**config.mk**
```make
export PLATFORM = sky130hd
export DESIGN_NAME = uart_tx_arbiter
export DESIGN_NICKNAME = d
export VERILOG_FILES = /design/src/rtl/uart_arb_pkg.sv /design/src/rtl/rr_priority.sv /design/src/rtl/uart_tx_arbiter.sv
export SDC_FILE = /design/constraint.sdc
export NUM_CORES = 1
export LEC_CHECK = 0
export CAP_MARGIN = 30
export CORE_ASPECT_RATIO = 0.9
export CORE_MARGIN = 2
export CORE_UTILIZATION = 40
export CTS_BUF_LIST = sky130_fd_sc_hd__clkbuf_2
export CTS_CLUSTER_DIAMETER = 80
export DETAILED_ROUTE_END_ITERATION = 16
export PLACE_DENSITY = 0.78
export SYNTH_ARGS = -nofsm -noshare
export SYNTH_HDL_FRONTEND = slang
export SYNTH_SLANG_ARGS = --single-unit
```
**constraint.sdc**
```tcl
create_clock -name clk -period 2.3 [get_ports clk]
set_input_delay 0.23 -clock clk [delete_from_list [all_inputs] [get_ports clk]]
set_output_delay 0.23 -clock clk [all_outputs]
set_load 0.02 [all_outputs]
```
**src/rtl/uart_arb_pkg.sv**
```systemverilog
// Shared state encoding, default sizing and width helpers for the UART TX packet arbiter.
// Pure declarations: no logic, no latency, no flow control of its own.
package uart_arb_pkg;

    typedef enum logic {
        IDLE = 1'b0,
        XFER = 1'b1
    } arb_state_t;

    localparam int NREQ_DEF    = 4;
    localparam int DBIT_DEF    = 8;
    localparam int TIMEOUT_DEF = 255;

    // Requester index width; never below one bit so a 1-entry index stays legal.
    function automatic int idx_w(input int n);
        return (n > 1) ? $clog2(n) : 1;
    endfunction

    // Idle counter width; wide enough to hold TIMEOUT itself so it never wraps before compare.
    function automatic int cnt_w(input int timeout);
        return $clog2(timeout + 1);
    endfunction

endpackage

```
**src/rtl/rr_priority.sv**
```systemverilog
// Combinational round-robin pick: first set bit of req_i scanning last_i+1 .. last_i+N, mod N.
// Zero latency; no flow control, any_o qualifies idx_o.
module rr_priority #(
    parameter int N  = 4,
    parameter int IW = 2
) (
    input  logic [N-1:0]  req_i,
    input  logic [IW-1:0] last_i,
    output logic          any_o,
    output logic [IW-1:0] idx_o
);

    localparam int SW = IW + 1;
    localparam logic [SW-1:0] NS = SW'(N);

    logic [2*N-1:0] dbl;
    logic [N-1:0]   rot;
    logic [SW-1:0]  base;
    logic [SW-1:0]  off;
    logic [SW-1:0]  sum;

    always_comb begin
        dbl  = {req_i, req_i};
        base = {1'b0, last_i} + SW'(1);
        // Bit 0 of rot is the requester just after the previous owner.
        rot  = N'(dbl >> base);
        off  = '0;
        for (int k = N - 1; k >= 0; k--) begin
            if (rot[k]) begin
                off = SW'(k);
            end
        end
        sum   = base + off;
        idx_o = (sum >= NS) ? IW'(sum - NS) : sum[IW-1:0];
    end

    assign any_o = |req_i;

endmodule

```
**src/rtl/uart_tx_arbiter.sv**
```systemverilog
// Packet-granular round-robin arbiter sharing one UART TX FIFO write port; grant 1 cycle after request, bytes pass through combinationally.
// tx_full stalls the owner (ready low, no write); an owner silent for TIMEOUT cycles mid-packet loses the grant with an abort pulse.
module uart_tx_arbiter
    import uart_arb_pkg::*;
#(
    parameter int NREQ    = NREQ_DEF,
    parameter int DBIT    = DBIT_DEF,
    parameter int TIMEOUT = TIMEOUT_DEF
) (
    input  logic                     clk,
    input  logic                     reset,
    input  logic [NREQ-1:0]          req_valid,
    input  logic [NREQ*DBIT-1:0]     req_data,
    input  logic [NREQ-1:0]          req_last,
    output logic [NREQ-1:0]          req_ready,
    input  logic                     tx_full,
    output logic                     wr_uart,
    output logic [DBIT-1:0]          w_data,
    output logic [$clog2(NREQ)-1:0]  grant_id,
    output logic                     busy,
    output logic                     abort
);

    localparam int IW = idx_w(NREQ);
    localparam int CW = cnt_w(TIMEOUT);
    localparam logic [CW-1:0] CNT_LAST = CW'(TIMEOUT - 1);
    localparam logic [IW-1:0] LAST_RST = IW'(NREQ - 1);

    arb_state_t     state_q, state_d;
    logic [IW-1:0]  grant_q, grant_d;
    logic [IW-1:0]  last_q,  last_d;
    logic [CW-1:0]  cnt_q,   cnt_d;

    logic           pick_any;
    logic [IW-1:0]  pick_idx;
    logic           own_vld;
    logic           own_last;
    logic           xfer;

    rr_priority #(
        .N  (NREQ),
        .IW (IW)
    ) u_rr (
        .req_i  (req_valid),
        .last_i (last_q),
        .any_o  (pick_any),
        .idx_o  (pick_idx)
    );

    assign own_vld  = req_valid[grant_q];
    assign own_last = req_last[grant_q];
    assign xfer     = (state_q == XFER) & own_vld & ~tx_full;

    always_ff @(posedge clk) begin
        if (reset) begin
            state_q <= IDLE;
            grant_q <= '0;
            last_q  <= LAST_RST;
            cnt_q   <= '0;
        end else begin
            state_q <= state_d;
            grant_q <= grant_d;
            last_q  <= last_d;
            cnt_q   <= cnt_d;
        end
    end

    always_comb begin
        state_d   = state_q;
        grant_d   = grant_q;
        last_d    = last_q;
        cnt_d     = cnt_q;
        req_ready = '0;
        wr_uart   = 1'b0;
        abort     = 1'b0;
        w_data    = req_data[grant_q*DBIT +: DBIT];

        case (state_q)
            IDLE: begin
                cnt_d = '0;
                if (pick_any) begin
                    grant_d = pick_idx;
                    state_d = XFER;
                end
            end
            XFER: begin
                req_ready[grant_q] = ~tx_full;
                wr_uart            = xfer;
                if (xfer) begin
                    cnt_d = '0;
                    if (own_last) begin
                        last_d  = grant_q;
                        state_d = IDLE;
                    end
                end else if (!own_vld) begin
                    // Only a silent owner ages the grant; FIFO backpressure never does.
                    if (cnt_q == CNT_LAST) begin
                        abort   = 1'b1;
                        last_d  = grant_q;
                        state_d = IDLE;
                        cnt_d   = '0;
                    end else begin
                        cnt_d = cnt_q + 1'b1;
                    end
                end
            end
            default: begin
                state_d = IDLE;
            end
        endcase
    end

    assign busy     = (state_q == XFER);
    assign grant_id = grant_q;

endmodule

```
# [Yosys cells after proc, flatten, opt, wreduce, memory -nomap -nowiden]
# Cells that the tools add are included.
[totals] regBits=13 out_inout_bits=17 word_cells=58
[classes] n_addsub=4 order_cmp=3 n_eq_ne=4 n_shift=2 n_mux=31 bitwise_logic=5 n_reduce_logical=5
[op_table] op="$shiftx A32 B6 Y8" n=1
[op_table] op="$mux W8" n=3
[op_table] op="$mux W2" n=9
[op_table] op="$pmux W8 S2" n=1
[op_table] op="$mux W1" n=13
[op_table] op="$add A8 B1 Y8 const B" n=1
[op_table] op="$eq A8 B8 Y1 const B" n=1
[op_table] op="$shr A8 B3 Y4" n=1
[op_table] op="$and A4 B4 Y4" n=1
[op_table] op="$bmux W1 S2" n=2
[op_table] op="$mux W4" n=1
[op_table] op="$reduce_and A4 Y1" n=1
[op_table] op="$reduce_or A4 Y1" n=1
[op_table] op="$add A2 B1 Y3 const B" n=1
[op_table] op="$add A3 B2 Y3" n=1
[op_table] op="$ge A3 B3 Y1 const B" n=1
[op_table] op="$lt A2 B3 Y1 const B" n=1
[op_table] op="$ne A3 B2 Y1 const B" n=1
[op_table] op="$and A1 B1 Y1" n=2
[op_table] op="$demux W1 S2" n=1
[op_table] op="$ge A2 B1 Y1 const B" n=1
[op_table] op="$ne A2 B1 Y1 const B" n=1
[op_table] op="$ne A2 B2 Y1 const B" n=1
[op_table] op="$not A1 Y1" n=2
[op_table] op="other kinds (5)" n=5

# [Depth between registers and ports, before layout]
[depth] word_depth=9 mapped_depth=11

# [Cells and area by module]
# A second synthesis with hierarchy kept.
[unflattened] hier_cells=134 hier_area_um2=1187.4
[modules_own_cells] module="uart_tx_arbiter" n_inst=1 cells_per_inst=108 area_per_inst_um2=1012.2 seq_area_each_um2=260.2
[modules_own_cells] module="rr_priority" n_inst=1 cells_per_inst=26 area_per_inst_um2=175.2 seq_area_each_um2=0.0

# [Worst setup path after synthesis]
# OpenSTA, ideal clock, no wires.
[synth_path] path_kind="reg-to-output" startpoint="reg grant_q[0] (netlist: grant_id[0])" endpoint="out abort" arrival_time_ps=1672 required_time_ps=2070 setup_slack_ps=398 path_stages_with_launch=5 path_buffers=1 path_cell_list="dfxtp_1 -> buf_6 -> mux4_2 -> nor3_2 -> and2_1"
[synth_via] elab_chain_cells=6 elab_cells_between_ends=7 classes_between="mux: 5; bitwise: 2"
[synth_lines] element="start, declared" line_no="uart_tx_arbiter.sv:30" rtl="logic [IW-1:0] grant_q, grant_d;"
[synth_lines] element="start signal, assigned" line_no="uart_tx_arbiter.sv:62" rtl="grant_q <= grant_d;"
[synth_lines] element="$bmux W1 S2 *" line_no="uart_tx_arbiter.sv:50" rtl="assign own_vld = req_valid[grant_q];"
[synth_lines] element="$mux W1 (implied by the code) *" line_no="uart_tx_arbiter.sv:50"
[synth_lines] element="$and A1 B1 Y1 (2 in a row)" line_no="uart_tx_arbiter.sv:52" rtl="assign xfer = (state_q == XFER) & own_vld & ~tx_full;"
[synth_lines] element="$mux W1 *" line_no="uart_tx_arbiter.sv:89" rtl="if (xfer) begin"
[synth_lines] element="$mux W1 *" line_no="uart_tx_arbiter.sv:78" rtl="case (state_q)"
[synth_lines] element="end, declared" line_no="uart_tx_arbiter.sv:21" rtl="output logic abort"
# Every way passes the cells marked *; elsewhere a longest branch is shown, timed or not. The select of a mux whose other input is x is not followed.

# [Worst setup path in the final report]
# Same ends and word-level chain as after synthesis.

==> results.cfg <==
[place]
dp_hpwl_um = 2880
dpl_cell_area_sq_mm = 0.00179
place_congestion = 0.857
dp_cells = 229
io_buffers = 59

[route]
maxUsedRoutingLayer = met4
met3_length_um = 144
via_count = 1266
drc_errors = 0
route.detailed.vias_per_inst = 5.43
first_pass_iters = 4
wl_met2_um = 1990
postRouteAntennaNets = 0
avgRoutedWirePerCell_um = 14.9
postRouteWirelength_um = 3480
drt_iter0_drc = 71
met1_length_um = 1290

[status]
status = finished clean

[global_routing]
grt_max_degree = 17
grtUsageTotal_pct = 20.8
grt_pass1_vias = 1243
grt_first_pass_wirelength_um = 5220
grt_overflow = 0
antenna_found_initial = 0

[yosys]
synth_top_area_cell = dfxtp_1
synth_edf_count = 0
ys_seq_area_share_pct = 22.9
syn_nets = 179
synthTopCellsByArea = dfxtp_1 (23%), mux4_2 (20%), nor2_1 (4.6%), ha_1 (3.3%), nand2_1 (3.3%)
synth_ff_type = dfxtp_1
synth_top_area_share_pct = 22.9
async_flop_share_pct = 0
netlist_area_sq_mm = 0.00114
ys_ff_latch = 13
yosysWarnings = 0
syn_area_per_cell_sq_um = 8.54
synth_cells = 133
ys_types = 42

[cells_and_area]
layout.nets = 240
multi_input_area_sq_um = 803
regArea_sq_um = 260
layout_commonest_cell = clkdlybuf4s50_1
drive_above_1_share_pct = 15.0
finalNonFillerCells = 233
layout_common_cells = clkdlybuf4s50_1 (49), nor2_1 (14), dfxtp_1 (13)
fillerInstances = 243
antenna_cells = 0
syn2layout_area_growth_pct = 60.9
final_area_sq_mm = 0.00183

[worst_setup_path]
crit_type = reg -> out
r2r-start = last_q[0]
slowest_delay_ns = 0.56
critPathSlowestCell = mux4_2
endpoint = abort
cp_cell_sequence = mux4_2 > nor3_2 > and2_1 > dlygate4sd2_1
end_kind = primary output
r2r_cells = 8
r2r_slack_ns = 0.30
cp_max_fo = 2
r2r-end = grant_id[1]
required_ns = 2.07
cp.arrival_ns = 1.88
start_kind = register
crit_start = grant_id[0]

[timing]
finClkSkew_ns = 0.00897
setup_viol = 0
rsz0062_at_grt = false
slew_violations = 0
period_minus_slack_ns = 2.11
fin_crit_sh_pct = 91.9
hold_viol_final = 0
maxSlewHeadroom_pct = 70.1
hold_ws_ns = 0.516
fmax_mhz = 473
worstMarginPinSlew_ns = 0.444

[power_and_ir_drop]
leakagePower_nw = 0.740
ir_drop_mv = 0.181
power.internal_uw = 460
combPwrFrac_pct = 47.1
power.switching_uw = 229
swShare_pct = 33.3
p_per_area_mw_per_mm2 = 377
clkPwrFrac_pct = 17.0
seqPwrFrac_pct = 35.9

[clock_network]
cts_root_buf = clkbuf_2
path_clk_slew_ns = 0.14
tritoncts = done
clock_sink_count = 13
clockBufferDepth = 2
htree_levels = 1
insertion_delay_ns = 0.28
cts_setup_buffers = 0
ctsHoldBuffers = 0
numCtsBuffers = 3

[die]
die_w_um = 60.2
dieArea_sq_mm = 0.00328
start_util_pct = 41.7
core_region_area_sq_mm = 0.00273
io_pins = 60
fp.dieH_um = 54.6
row_count = 18

[worst_hold_path]
hold_path_depth = 1
hp-start = cnt_q[7]
hp-class = reg -> reg

[run]
drv_cap = 0
-- final cells by class --
cell class	instances	share of cell area, %
Clock buffer	3	0.821
Clock inverter	1	0.274
Inverter	6	1.23
Multi-Input combinational cell	103	43.9
Sequential cell	13	14.2
Tap cell	40	2.74
Timing Repair Buffer	67	36.8
-- power groups by stage --
stage | sequential [mW] | combinational (mW) | clock, mW
3_3_place_gp | 0.251 | 0.320 | 0
6_report | 0.248 | 0.325 | 0.117
5_1_grt | 0.250 | 0.347 | 0.135
4_1_cts | 0.248 | 0.331 | 0.122
2_1_floorplan | 0.250 | 0.174 | 0
3_5_place_dp | 0.252 | 0.330 | 0
-- repair_timing --
item	CTS	global route
setup endpoints to repair	9	8
cloned	0	0
resized for setup	3	8
-- cell families (layout without fill, tap and decap cells) --
family | after synthesis | count (layout) | synth area share [%]
multiplexers | 11 | 11 | 20.7
buffers and inverters | 17 | 77 | 6.39
adder cells (fa/ha/maj) | 3 | 3 | 3.30
XOR/XNOR | 3 | 3 | 2.31
AND/OR/NAND/NOR | 59 | 59 | 28.3
flip-flops | 13 | 13 | 22.9
AO/OA/AOI/OAI | 27 | 27 | 16.1
-- worst min-delay path by stage --
stage / to
floorplan: cnt_q[7]
global placement: cnt_q[7]
detailed placement: cnt_q[7]
CTS: cnt_q[7]
global route: cnt_q[7]
finish: cnt_q[7]
-- metal layers --
layer | up-vias | GRT usage (%)
met1 | 604 | 22.7
met3 | 10 | 4.96
met4 | 0 | 7.41
met5 | - | 0
li1 | 617 | -
met2 | 35 | 39.1
-- state kept, by name, summed over array words and instances, names as in the netlist --
name	count
cnt_q	8
last_q	2
busy	1
grant_id	2
-- synthesized netlist by cell type (2+ instances only) --
library cell	count
a211oi_1	3
clkbuf_1	8
a31oi_1	2
o221ai_1	2
o2111ai_1	2
inv_1	6
o211ai_1	2
nor4_1	2
nand2b_1	2
nor2_1	14
dfxtp_1	13
o21ai_1	6
xnor2_1	2
nand3_1	7
o21ai_0	2
and3_1	3
nor2b_1	5
mux4_2	10
nand2_1	10
ha_1	3
nor3_1	5
a21oi_1	3
nor3b_1	2
-- critical path: cells and delay by family (launching register included) --
family / cells / cell delay [ns]
multiplexers: 1 / 0.56
flip-flops: 1 / 0.42
buffers and inverters: 1 / 0.33
AND/OR/NAND/NOR: 2 / 0.29
-- per-stage QoR --
stage	total power, mW	util, %	setup TNS [ns]	setup WS (ns)
after floorplan	0.423	-	0	0.398
after global placement	0.571	65.6	0	0.0348
after detailed placement	0.581	65.6	-0.0477	-0.0286
after CTS	0.701	66.3	0	0.0270
after global routing	0.732	67.1	0	0.0156
final	0.690	67.1	0	0.186
(Power assumes the default switching activity.)
